<file path="src/rtl/io_pkg.sv">
// io_pkg: register map shared by the switch input block and the MMIO decoder.
//   SW_REG_VALUE   word 0: debounced switch levels, zero-extended
//   SW_REG_CHANGED word 1: per-bit change flags, read-to-clear
//   SW_REG_STATUS  word 2: {31'b0, irq}
//   SW_REG_RSVD    word 3: reads as zero
package io_pkg;

  localparam logic [1:0] SW_REG_VALUE   = 2'd0;
  localparam logic [1:0] SW_REG_CHANGED = 2'd1;
  localparam logic [1:0] SW_REG_STATUS  = 2'd2;
  localparam logic [1:0] SW_REG_RSVD    = 2'd3;

endpackage

</file>
<file path="src/rtl/sw_debounce_bit.sv">
// sw_debounce_bit: one switch bit. Two-FF synchroniser, a sample history
// shifted on each tick, and a debounced level that only moves when the whole
// history agrees.
// Ports:
//   clk      system clock
//   rst      synchronous active-high reset (clears sync chain, history, level)
//   pin_i    raw asynchronous switch level
//   tick_i   sample strobe from the shared prescaler
//   db_o     debounced level (registered)
//   db_d_o   debounced level that will be loaded on the next edge
module sw_debounce_bit #(
  parameter int unsigned STABLE_SAMPLES = 4
) (
  input  logic clk,
  input  logic rst,
  input  logic pin_i,
  input  logic tick_i,
  output logic db_o,
  output logic db_d_o
);

  logic                      sync1_q;
  logic                      sync2_q;
  logic [STABLE_SAMPLES-1:0] hist_q;
  logic [STABLE_SAMPLES-1:0] hist_d;
  logic                      db_q;
  logic                      db_d;

  // The new level is judged on the history as it will be after this tick,
  // so acceptance happens on the same edge as the final sample.
  always_comb begin
    hist_d = hist_q;
    db_d   = db_q;
    if (tick_i) begin
      hist_d = {hist_q[STABLE_SAMPLES-2:0], sync2_q};
      if (&hist_d) begin
        db_d = 1'b1;
      end else if (~|hist_d) begin
        db_d = 1'b0;
      end
    end
  end

  always_ff @(posedge clk) begin
    if (rst) begin
      sync1_q <= 1'b0;
      sync2_q <= 1'b0;
      hist_q  <= '0;
      db_q    <= 1'b0;
    end else begin
      sync1_q <= pin_i;
      sync2_q <= sync1_q;
      hist_q  <= hist_d;
      db_q    <= db_d;
    end
  end

  assign db_o   = db_q;
  assign db_d_o = db_d;

endmodule

</file>
<file path="src/rtl/switch_input_ctrl.sv">
// switch_input_ctrl: slide-switch front end. Synchronises and debounces each
// switch bit, latches per-bit change flags and exposes them on a read-only
// MMIO port. irq is high while any change flag is set.
// Ports:
//   clk           system clock
//   rst           synchronous active-high reset
//   switches_pin  raw switch levels [WIDTH]
//   bus_rd        read strobe, one cycle per access
//   bus_addr      word offset (see io_pkg)
//   rd_data       registered read data, valid the cycle after bus_rd, else 0
//   sw_value      debounced switch levels [WIDTH]
//   irq           OR of the change flags
module switch_input_ctrl
  import io_pkg::*;
#(
  parameter int unsigned WIDTH          = 24,
  parameter int unsigned TICK_DIV       = 100000,
  parameter int unsigned STABLE_SAMPLES = 4
) (
  input  logic             clk,
  input  logic             rst,
  input  logic [WIDTH-1:0] switches_pin,
  input  logic             bus_rd,
  input  logic [1:0]       bus_addr,
  output logic [31:0]      rd_data,
  output logic [WIDTH-1:0] sw_value,
  output logic             irq
);

  localparam int unsigned PW = $clog2(TICK_DIV + 1);
  localparam logic [PW-1:0] TICK_LAST = PW'(TICK_DIV - 1);

  logic [PW-1:0]    presc_q;
  logic [PW-1:0]    presc_d;
  logic             tick;
  logic [WIDTH-1:0] db_val;
  logic [WIDTH-1:0] db_next;
  logic [WIDTH-1:0] set_mask;
  logic [WIDTH-1:0] clr_mask;
  logic [WIDTH-1:0] changed_q;
  logic [WIDTH-1:0] changed_d;
  logic [31:0]      rd_data_q;
  logic [31:0]      rd_data_d;

  assign tick = (presc_q == TICK_LAST);

  always_comb begin
    presc_d = tick ? '0 : presc_q + PW'(1);
  end

  for (genvar i = 0; i < WIDTH; i++) begin : g_bit
    sw_debounce_bit #(
      .STABLE_SAMPLES(STABLE_SAMPLES)
    ) u_db (
      .clk    (clk),
      .rst    (rst),
      .pin_i  (switches_pin[i]),
      .tick_i (tick),
      .db_o   (db_val[i]),
      .db_d_o (db_next[i])
    );
  end

  // A read of the change register clears exactly what it returns; a bit that
  // debounces on that same edge is OR-ed back in so it is never lost.
  always_comb begin
    set_mask  = db_next ^ db_val;
    clr_mask  = (bus_rd && (bus_addr == SW_REG_CHANGED)) ? changed_q : '0;
    changed_d = (changed_q & ~clr_mask) | set_mask;
  end

  assign irq = |changed_q;

  always_comb begin
    rd_data_d = '0;
    if (bus_rd) begin
      case (bus_addr)
        SW_REG_VALUE:   rd_data_d[WIDTH-1:0] = db_val;
        SW_REG_CHANGED: rd_data_d[WIDTH-1:0] = changed_q;
        SW_REG_STATUS:  rd_data_d[0]         = irq;
        default:        rd_data_d            = '0;
      endcase
    end
  end

  always_ff @(posedge clk) begin
    if (rst) begin
      presc_q   <= '0;
      changed_q <= '0;
      rd_data_q <= '0;
    end else begin
      presc_q   <= presc_d;
      changed_q <= changed_d;
      rd_data_q <= rd_data_d;
    end
  end

  assign rd_data  = rd_data_q;
  assign sw_value = db_val;

endmodule

</file>
<file path="config.mk">
export PLATFORM = sky130hd
export DESIGN_NAME = switch_input_ctrl
export DESIGN_NICKNAME = d
export VERILOG_FILES = /design/src/rtl/io_pkg.sv /design/src/rtl/sw_debounce_bit.sv /design/src/rtl/switch_input_ctrl.sv
export SDC_FILE = /design/constraint.sdc
export NUM_CORES = 1
export LEC_CHECK = 0
export BUFFER_PORTS_ARGS = -buffer_cell sky130_fd_sc_hd__buf_2
export CAP_MARGIN = 20
export CORE_MARGIN = 1.5
export CORE_UTILIZATION = 28
export CTS_CLUSTER_DIAMETER = 50
export CTS_CLUSTER_SIZE = 10
export DETAILED_ROUTE_END_ITERATION = 12
export GPL_TIMING_DRIVEN = 0
export PLACE_DENSITY_LB_ADDON = 0.08
export SLEW_MARGIN = 10
export SYNTH_ARGS = -nofsm -noshare
export SYNTH_HDL_FRONTEND = slang
export SYNTH_SLANG_ARGS = --single-unit
</file>
<file path="constraint.sdc">
create_clock -name clk -period 1.7 [get_ports clk]
set_input_delay 0.34 -clock clk [delete_from_list [all_inputs] [get_ports clk]]
set_output_delay 0.34 -clock clk [all_outputs]
set_load 0.02 [all_outputs]
</file>
==> impl_metrics.json, run 1 <==
{
  "core-area_mm2": 0.0279,
  "cp_data_required_time_ns": 1.36,
  "clk_latency_ns": 0.54,
  "io_pins": 86,
  "ir_drop_mv": 0.638,
  "via_count": 6755,
  "outcome": "complete, but fails checks",
  "cts_sinks": 209,
  "synth_cells": 921,
  "drt-pass1-iter-count": 4,
  "overflow": 0,
  "ant_nets": 0,
  "grt_pass1_vias": 6121,
  "clkTransAtPathRegs_ns": 0.06,
  "synth_top_area_share_pct": 52.7,
  "end_kind": "output port",
  "synth_area_leaders": "dfxtp_1, nand2_1, a21oi_1",
  "syn_area_mm2": 0.00795,
  "powerDensity_mw_per_mm2": 928,
  "final_nets": 1109,
  "clockBufferDepth": 3,
  "cp_data_arrival_time_ns": 1.81,
  "tritoncts": "yes",
  "clock.fmax_mhz": 465,
  "area_growth_pct": 47.1,
  "antenna_found_initial": 0,
  "dp_hpwl_um": 14300,
  "grt_pass1_wl_um": 33500,
  "cts.htree.levels": 1,
  "drive_above_1_share_pct": 39.1,
  "floorplan.initialDensity_pct": 28.5,
  "cp_max_fo": 3,
  "p_leak_nw": 5.20,
  "drc": 0,
  "hold_viol": 0,
  "fp.dieW_um": 171,
  "drt-total-wl_um": 23300,
  "routabilityCongestion": 0.719,
  "setup_viol": 25,
  "placed_cell_area_mm2": 0.00882,
  "skew_ns": 0.0113,
  "finalWorstSetupSlack_ns": -0.450,
  "synth-main-ff-cell": "dfxtp_1",
  "synth_cell_types": 36,
  "maxCapViolCount": 0,
  "dieArea_mm2": 0.0294,
  "antenna_cells": 0,
  "ys_top_cells_by_count": "dfxtp_1, nand2_1, a21oi_1",
  "yosys_warnings": 0,
  "relSlewSlack_pct": 30.4,
  "avgRoutedWirePerCell_um": 15.8,
  "fin_crit_sh_pct": 126,
  "die_height_um": 171,
  "fillers": 2831,
  "vias_per_cell": 4.59,
  "rsz0062_at_grt": "true",
  "grt_max_degree": 15,
  "ys_seq_area_share_pct": 52.7,
  "syn_avg_cell_area_um2": 8.63,
  "cts_buffers": 29,
  "p_total_mw": 10.8,
  "fp-row-count": 61,
  "synth_top_area_cell": "dfxtp_1",
  "drtIter0Drc": 233,
  "fin_area_mm2": 0.0117,
  "port_buffers": 75,
  "yosysMostFrequentCell": "dfxtp_1",
  "synth_seq_cells": 209,
  "start_kind": "flip-flop",
  "drv_slew": 0,
  "hold_path_class": "in2reg",
  "synth-edff-count": 0,
  "violations": "negative setup slack",
  "crit_type": "reg2out",
  "cts_root_buf": "clkbuf_16",
  "fin_crit_ns": 2.15,
  "async_flop_share_pct": 0,
  "grt.total_usage_pct": 14.7,
  "tightest_slew_ns": 1.04
}
[routing by layer]
layer / vias to the layer above / part of all wire (%) / track usage [%]
met3: 35 / 4.0 / 2.25
met1: 3207 / 47 / 20.0
met4: 0 / 2.2 / 4.23
met5: - / 0 / 0
li1: 3404 / - / -
met2: 109 / 47 / 24.2
[cell type report]
class | instances | area [um2] | area share [%]
inverter | 24 | 90.1 | 0.771
tap | 378 | 473 | 4.05
clock inverter | 12 | 103 | 0.878
buffer | 80 | 683 | 5.84
multi-input combinational | 614 | 4320 | 37.0
sequential | 209 | 4200 | 35.9
timing repair buffer | 121 | 1060 | 9.08
clock buffer | 33 | 761 | 6.51
[timing repair]
action / CTS / global route
hold buffers: 15 / 0
cloned: 1 / 13
setup buffers: 13 / 4
endpoints found under the hold margin: 15 / 0
pin swaps: 8 / 153
resized for setup: 60 / 361
endpoints found under the setup margin: 155 / 119
[placed cells by master (no fill, tap or decap), types with 3 or more instances in the layout]
cell type,n
a21boi_2,3
a21oi_1,29
a21oi_2,87
and4_1,21
buf_12,11
buf_2,76
buf_4,48
buf_8,9
clkbuf_1,20
clkbuf_16,43
clkbuf_2,3
clkbuf_8,4
clkinv_2,6
clkinv_4,3
conb_1,8
dfxtp_1,200
dfxtp_2,7
dlygate4sd3_1,15
inv_1,24
mux2i_1,24
nand2_1,99
nand2_2,13
nand2_4,81
nand3_1,7
nand4_1,9
nor2_1,69
nor2b_1,49
nor3_1,3
nor4_1,14
o21a_1,4
o21ai_0,5
o21ai_1,23
o21ai_2,16
or4_1,20
xnor2_1,13
[report_power, final]
part,switching (mW),total (mW),internal [mW]
logic,0.208,0.341,0.133
registers,0.0394,5.00,4.96
clock network,2.19,5.50,3.31
total,2.44,10.8,8.40
[worst max-delay path, cell delays in order, from the launching register on]
cell and delay (ns):
dfxtp_2 0.34, nor4_4 0.37, and4_4 0.30, nand3_4 0.10
buf_6 0.17
[metrics by stage]
stage | cells | setup slack [ns] | utilization (%) | hold WS (ns) | TNS [ns]
global placement | 1381 | -1.17 | 31.7 | 0.419 | -104.72
floorplan | 928 | 0.0823 | - | 0.414 | 0
finish | 1471 | -0.450 | 42.0 | 0.0137 | -0.805
CTS | 1454 | -0.523 | 36.5 | 0.00172 | -0.523
detailed placement | 1381 | -1.12 | 31.7 | 0.420 | -103.16
global route | 1471 | -0.523 | 42.0 | 0.00484 | -6.07
[logic make-up (layout without fill, tap and decap cells)]
| group | count (synthesis) | count (layout) | synth area share, % |
|---|---|---|---|
| buf+inv | 105 | 270 | 7.23 |
| compound gates | 170 | 170 | 11.0 |
| xor+xnor | 15 | 15 | 1.65 |
| simple gates | 396 | 396 | 24.2 |
| flops | 209 | 209 | 52.7 |
| fa+ha+maj | 1 | 1 | 0.157 |
| mux | 24 | 24 | 3.02 |
| other cells | 1 | 8 | 0.0472 |
[flip-flops by register name, summed over array words and instances, names as in the netlist]
| register | flops |
|---|---|
| g_bit.u_db.hist_q | 72 |
| presc_q | 17 |
| g_bit.u_db.sync1_q | 24 |
| g_bit.u_db.db_o | 24 |
| changed_q | 24 |
| g_bit.u_db.sync2_q | 24 |
| rd_data | 24 |
[final timing paths]
kind / cells past startpoint / slack [ns] / endpoint / from
setup / recovery: 4 / -0.45 / irq / changed_q[9]
hold / removal: 2 / 0.01 / g_bit[14].u_db.sync1_q / switches_pin[14]
setup reg to reg: 9 / -0.03 / g_bit[7].u_db.hist_q[2] / presc_q[0]
hold reg to reg: 1 / 0.43 / g_bit[2].u_db.sync2_q / g_bit[2].u_db.sync1_q
(Power assumes the default switching activity.)
==> run 2, diff against run 1 <==
Settings changed: SYNTH_HIERARCHICAL from default to 1.
==> run 2 against run 1 <==
Compared with the run above: worst hold slack better by 0.011 ns; sequential share of layout area shrank 1.9 points; largest cell class unchanged; the run still ends with negative setup slack left; combinational power up 5%; total power increased by 6.2%; global-route usage fell by 1.3 points; fmax down 1.8%; sequential power hardly changed; critical endpoint is now changed_q[12]; synthesized cell count shrank 11%; critical path depth rose by 6.
==> impl_metrics.json, run 2 <==
{
  "cts_root_buf": "clkbuf_16",
  "seqCellArea_mm2": 0.00421,
  "grt_max_degree": 107,
  "hold_path_class": "in2reg",
  "via_count": 6450,
  "ir_drop_mv": 0.685,
  "outcome": "complete, but fails checks",
  "area_growth_pct": 43.8,
  "regMostFlops": "g_bit.u_db/hist_q",
  "drive_above_1_share_pct": 35.1,
  "place_ws_ns": -0.917,
  "layout_commonest_cell": "dfxtp_1",
  "drt-total-wl_um": 21200,
  "cp_data_arrival_time_ns": 2.60,
  "antenna_cells": 0,
  "clockBufferDepth": 3,
  "dp.cells": 1297,
  "clkTransAtPathRegs_ns": 0.05,
  "fin_util_pct": 40.7,
  "rsz0062_at_grt": "true",
  "busiest_layer": "met2",
  "synth-main-ff-cell": "dfxtp_1",
  "syn_avg_cell_area_um2": 10.6,
  "die_height_um": 178,
  "cp_max_fo": 7,
  "avgRoutedWirePerCell_um": 14.5,
  "yosys_warnings": 6,
  "setup_viol": 126,
  "floorplan.initialDensity_pct": 28.3,
  "port_buffers": 76,
  "grtUsageMet1_pct": 17.7,
  "final_nets": 1069,
  "antenna_found_initial": 0,
  "cts_sinks": 209,
  "maxCapViolCount": 0,
  "largest_reg_flops": 72,
  "fillers": 3019,
  "powerDensity_mw_per_mm2": 930,
  "relSlewSlack_pct": 42.8,
  "grt_use_met3_pct": 2.81,
  "skew_ns": 0.0115,
  "stdcell_count": 1457,
  "grt_pass1_vias": 6355,
  "fin_crit_ns": 2.19,
  "clk_latency_ns": 0.53,
  "cts_buffers": 31,
  "synth_top_area_cell": "dfxtp_1",
  "io_pins": 86,
  "drtIter0Drc": 205,
  "drt-pass1-iter-count": 4,
  "fp-row-count": 64,
  "fp.dieW_um": 178,
  "ant_nets": 0,
  "dieArea_mm2": 0.0318,
  "clock.fmax_mhz": 457,
  "violations": "negative setup slack",
  "overflow": 0,
  "whs_ns": 0.0244,
  "placed_cell_area_mm2": 0.00959,
  "tightest_slew_ns": 0.859,
  "async_flop_share_pct": 0,
  "final_cell_mix": "dfxtp_1, nor2_1, mux2i_1",
  "ys_seq_area_share_pct": 48.6,
  "routabilityCongestion": 0.705,
  "grt.total_usage_pct": 13.4,
  "synth_top_area_share_pct": 48.6,
  "dp_hpwl_um": 12500,
  "synth_cells": 816,
  "hold_viol": 0,
  "core-area_mm2": 0.0304,
  "fin_crit_sh_pct": 129,
  "synth_seq_cells": 209,
  "multi_input_area_mm2": 0.00443,
  "cts.htree.levels": 1,
  "cp_data_required_time_ns": 2.11,
  "synth_area_leaders": "dfxtp_1, mux2i_1, nor4b_4",
  "grt_pass1_wl_um": 33900,
  "start_kind": "flip-flop",
  "yosysMostFrequentCell": "dfxtp_1",
  "synth-edff-count": 0,
  "drc": 0,
  "tritoncts": "yes",
  "finalWorstSetupSlack_ns": -0.490,
  "synth_cell_types": 38,
  "ys_top_cells_by_count": "dfxtp_1, nor2_1, mux2i_1",
  "p_leak_nw": 4.64,
  "met2_usage_pct": 22.0,
  "fin_area_mm2": 0.0124,
  "drv_slew": 0,
  "vias_per_cell": 4.43,
  "crit_type": "reg2reg",
  "syn_area_mm2": 0.00861,
  "end_kind": "flip-flop"
}
-- run 2: cell types whose count changed in the layout (fill, tap and decap cells not counted), sizes merged, moves of 24 or more --
cell	before	now
nand2	194	4
a21oi	116	27
mux2i	24	96
nor2	69	133
buf	148	201
o21ai	44	3
xor2	2	30
inv	25	51
a41oi	0	24
nand2b	0	24
nor4b	1	25
o22ai	0	24
o32ai	0	24
-- run 2: kinds of logic (layout without fill, tap and decap cells) --
| group | count (synthesis) | in the layout | synth area share, % |
|---|---|---|---|
| AOI/OAI and AO/OA | 103 | 103 | 8.47 |
| and+or+nand+nor | 273 | 274 | 20.9 |
| buffers and inverters | 97 | 334 | 6.99 |
| DFF | 209 | 209 | 48.6 |
| other | 1 | 8 | 0.0436 |
| muxes | 96 | 96 | 11.2 |
| xor gates and xnor gates | 36 | 36 | 3.66 |
| adders and majority gates | 1 | 1 | 0.145 |
-- run 2: critical path: stages (launching register included) --
cell	delay (ns)
dfxtp_4	0.36
nor4bb_4	0.33
buf_4	0.18
and4_4	0.26
buf_12	0.16
buf_6	0.13
nor4b_4	0.23
o22ai_2	0.10
xor2_1	0.15
a21oi_1	0.12
nor2_1	0.05
-- run 2: timing repair --
item	CTS	global route
endpoints found under the hold margin	19	0
resized for setup	103	100
pin swaps	31	37
buffers inserted	62	45
setup endpoints to repair	140	136
hold buffers	20	0
cloned	3	0
-- run 2: per-layer routing --
layer	up-vias	wire length, um	part of all wire [%]
met2	92	9600	45
met4	0	539	2.5
met5	-	0	0
met1	3045	10200	48
li1	3275	-	-
met3	38	838	4.0
-- run 2: power breakdown --
| part | switching [mW] | internal (mW) |
|---|---|---|
| logic | 0.188 | 0.170 |
| registers | 0.0451 | 4.96 |
| clock network | 2.26 | 3.89 |
-- run 2: layout make-up --
cell class                      count  share of cell area [%]
Buffer                             46                    3.99
Clock buffer                       43                    7.11
Clock inverter                     12                    1.02
Inverter                           50                    1.52
Multi-Input combinational cell    518                    35.8
Sequential cell                   209                    34.0
Tap cell                          396                    4.00
Timing Repair Buffer              183                    12.6
-- run 2: per-stage QoR --
| stage | TNS, ns | power, mW |
|---|---|---|
| 3_5_place_dp | -85.10 | 5.40 |
| 3_3_place_gp | -359.03 | 5.39 |
| 2_1_floorplan | -19.27 | 5.24 |
| 4_1_cts | -29.89 | 11.7 |
| 6_report | -22.98 | 11.5 |
| 5_1_grt | -33.53 | 12.0 |
-- run 2: worst paths after layout --
path	start	to	slack [ns]	cells past startpoint
max	presc_q[11]	changed_q[12]	-0.49	10
min	switches_pin[1]	g_bit[1].u_db/sync1_q	0.02	2
max reg2reg	presc_q[11]	changed_q[12]	-0.49	10
min reg2reg	g_bit[4].u_db/sync1_q	g_bit[4].u_db/sync2_q	0.43	1
==> run 3, diff against run 2 <==
Settings changed: CAP_MARGIN 20 to 25, CTS_CLUSTER_SIZE 10 to 20, SETUP_SLACK_MARGIN from default to 0.5.
==> run 3 against run 2 <==
Compared with the run above: the run still ends with negative setup slack left; worst hold slack improved by 0.021 ns; clock skew increased by 0.012 ns; count of clock-buffer cells in the layout decreased by 3; sequential cell count unchanged; clock power increased by 15%; die area unchanged; wire length decreased by 0.71%; core utilization increased by 1.7 points; final area increased by 4.3%; sequential share of layout area decreased by 0.53 points; via count increased by 0.28%; critical path depth unchanged; critical path type unchanged.
==> impl_metrics.json, run 3 (synthesis results as in run 2) <==
{
  "dieArea_mm2": 0.0318,
  "fp.dieW_um": 178,
  "clock.fmax_mhz": 467,
  "fin_crit_sh_pct": 126,
  "skew_ns": 0.0237,
  "area_growth_pct": 49.9,
  "reg2reg_depth": 10,
  "placed_cell_area_mm2": 0.00960,
  "drv_slew": 0,
  "whs_ns": 0.0454,
  "overflow": 0,
  "outcome": "complete, but fails checks",
  "hold_depth": 2,
  "largest_reg_flops": 72,
  "r2r_end": "changed_q[7]",
  "port_buffers": 76,
  "fillers": 2971,
  "fin_crit_ns": 2.14,
  "grt_pass1_vias": 6474,
  "critPathMaxStageDelay_ns": 0.33,
  "maxCapViolCount": 0,
  "grt_max_degree": 107,
  "cp_slowest_cell": "and4_4",
  "layout_commonest_cell": "dfxtp_1",
  "tightest_slew_ns": 0.612,
  "start_kind": "flip-flop",
  "routabilityCongestion": 0.724,
  "cts.htree.levels": 2,
  "worstHoldEndpoint": "g_bit[6].u_db/sync1_q",
  "cp_data_required_time_ns": 2.06,
  "p_leak_nw": 4.85,
  "vias_per_cell": 4.40,
  "hold_viol": 0,
  "drive_above_1_share_pct": 40.7,
  "drtIter0Drc": 194,
  "cp_data_arrival_time_ns": 2.50,
  "finalWorstSetupSlack_ns": -0.440,
  "end_kind": "flip-flop",
  "clockBufferDepth": 3,
  "via_count": 6468,
  "holdCritStartpoint": "switches_pin[6]",
  "clk_latency_ns": 0.50,
  "core-area_mm2": 0.0304,
  "drc": 0,
  "setup_tns_ns": -24.16,
  "rsz0062_at_grt": "true",
  "final_nets": 1080,
  "hold_path_class": "in2reg",
  "ant_nets": 0,
  "antenna_cells": 0,
  "path_delay_family": "simple AND/OR/NAND/NOR gates",
  "setup_viol": 123,
  "drt-total-wl_um": 21000,
  "die_height_um": 178,
  "antenna_found_initial": 0,
  "cp_max_fo": 6,
  "dp.cells": 1296,
  "multi_input_area_mm2": 0.00433,
  "grt.total_usage_pct": 13.2,
  "powerDensity_mw_per_mm2": 959,
  "drt-pass1-iter-count": 5,
  "relSlewSlack_pct": 59.2,
  "cts_root_buf": "clkbuf_16",
  "floorplan.initialDensity_pct": 28.3,
  "violations": "negative setup slack",
  "tritoncts": "yes",
  "grt_pass1_wl_um": 33200,
  "final_cell_mix": "dfxtp_1, nor2_1, buf_6",
  "cpMostUsedCell": "buf_6",
  "worstPathCellList": "buf_6, nor4_4, and4_4, buf_12, buf_6, nor4b_4, o22ai_2, xor2_1, a21oi_1, nor2_1",
  "clkTransAtPathRegs_ns": 0.06,
  "cts_sinks": 209,
  "cts_buffers": 34,
  "regMostFlops": "g_bit.u_db/hist_q",
  "crit_type": "reg2reg",
  "crit_buf_inv": 3,
  "rrSetupSlack_ns": -0.44,
  "seqCellArea_mm2": 0.00432,
  "avgRoutedWirePerCell_um": 14.3,
  "worstReg2RegStart": "presc_q[5]",
  "stdcell_count": 1470,
  "dp_hpwl_um": 12400,
  "fp-row-count": 64,
  "io_pins": 86,
  "ir_drop_mv": 0.468,
  "fin_util_pct": 42.4,
  "fin_area_mm2": 0.0129
}
==> run 3: repair_timing <==
item	in CTS	in global routing
setup endpoints to repair	190	189
cloned	2	0
pin swaps	32	39
hold buffers	0	0
hold endpoints to repair	0	0
buffers inserted	80	32
gates resized for setup	262	68
==> run 3: area by class of cell <==
type / instances / area share (%)
buffer: 47 / 3.98
clock buffer: 40 / 7.41
clock inverter: 20 / 1.78
inverter: 50 / 1.45
multi-input combinational: 518 / 33.6
sequential: 209 / 33.5
tap: 396 / 3.84
timing repair buffer: 190 / 14.5
==> run 3: metal layers <==
metal / GRT usage, % / up-vias / part of all wire [%]
li1: - / 3300 / -
met1: 16.6 / 3030 / 46
met2: 22.0 / 96 / 47
met3: 2.96 / 42 / 4.1
met4: 5.21 / 0 / 2.9
met5: 0 / - / 0
==> run 3: worst register-to-register path, cell delays in order (launching register included) <==
cell and delay, ns:
dfxtp_1 0.30, buf_6 0.13, nor4_4 0.32, and4_4 0.33
buf_12 0.15, buf_6 0.13, nor4b_4 0.23, o22ai_2 0.10
xor2_1 0.17, a21oi_1 0.11, nor2_1 0.05
==> run 3: worst max-delay path by stage <==
stage | startpoint | endpoint | depth (start not counted)
6_report | presc_q[5] | changed_q[7] | 10
5_1_grt | presc_q[5] | changed_q[7] | 10
4_1_cts | presc_q[0] | changed_q[14] | 11
2_1_floorplan | presc_q[0] | changed_q[7] | 10
3_3_place_gp | rst | changed_q[13] | 4
3_5_place_dp | presc_q[0] | changed_q[4] | 10
==> run 3: report_power, final <==
group,internal (mW),switching [mW],total [mW]
combinational,0.140,0.181,0.320
clock,4.65,2.44,7.10
sequential,4.92,0.0451,4.97
total,9.72,2.67,12.4
==> run 3: stage by stage <==
stage	power, mW	worst slack (ns)
after floorplan	5.25	-0.475
after global placement	5.39	-2.40
after detailed placement	5.39	-0.915
after CTS	12.6	-0.445
after global routing	12.9	-0.575
final	12.4	-0.440
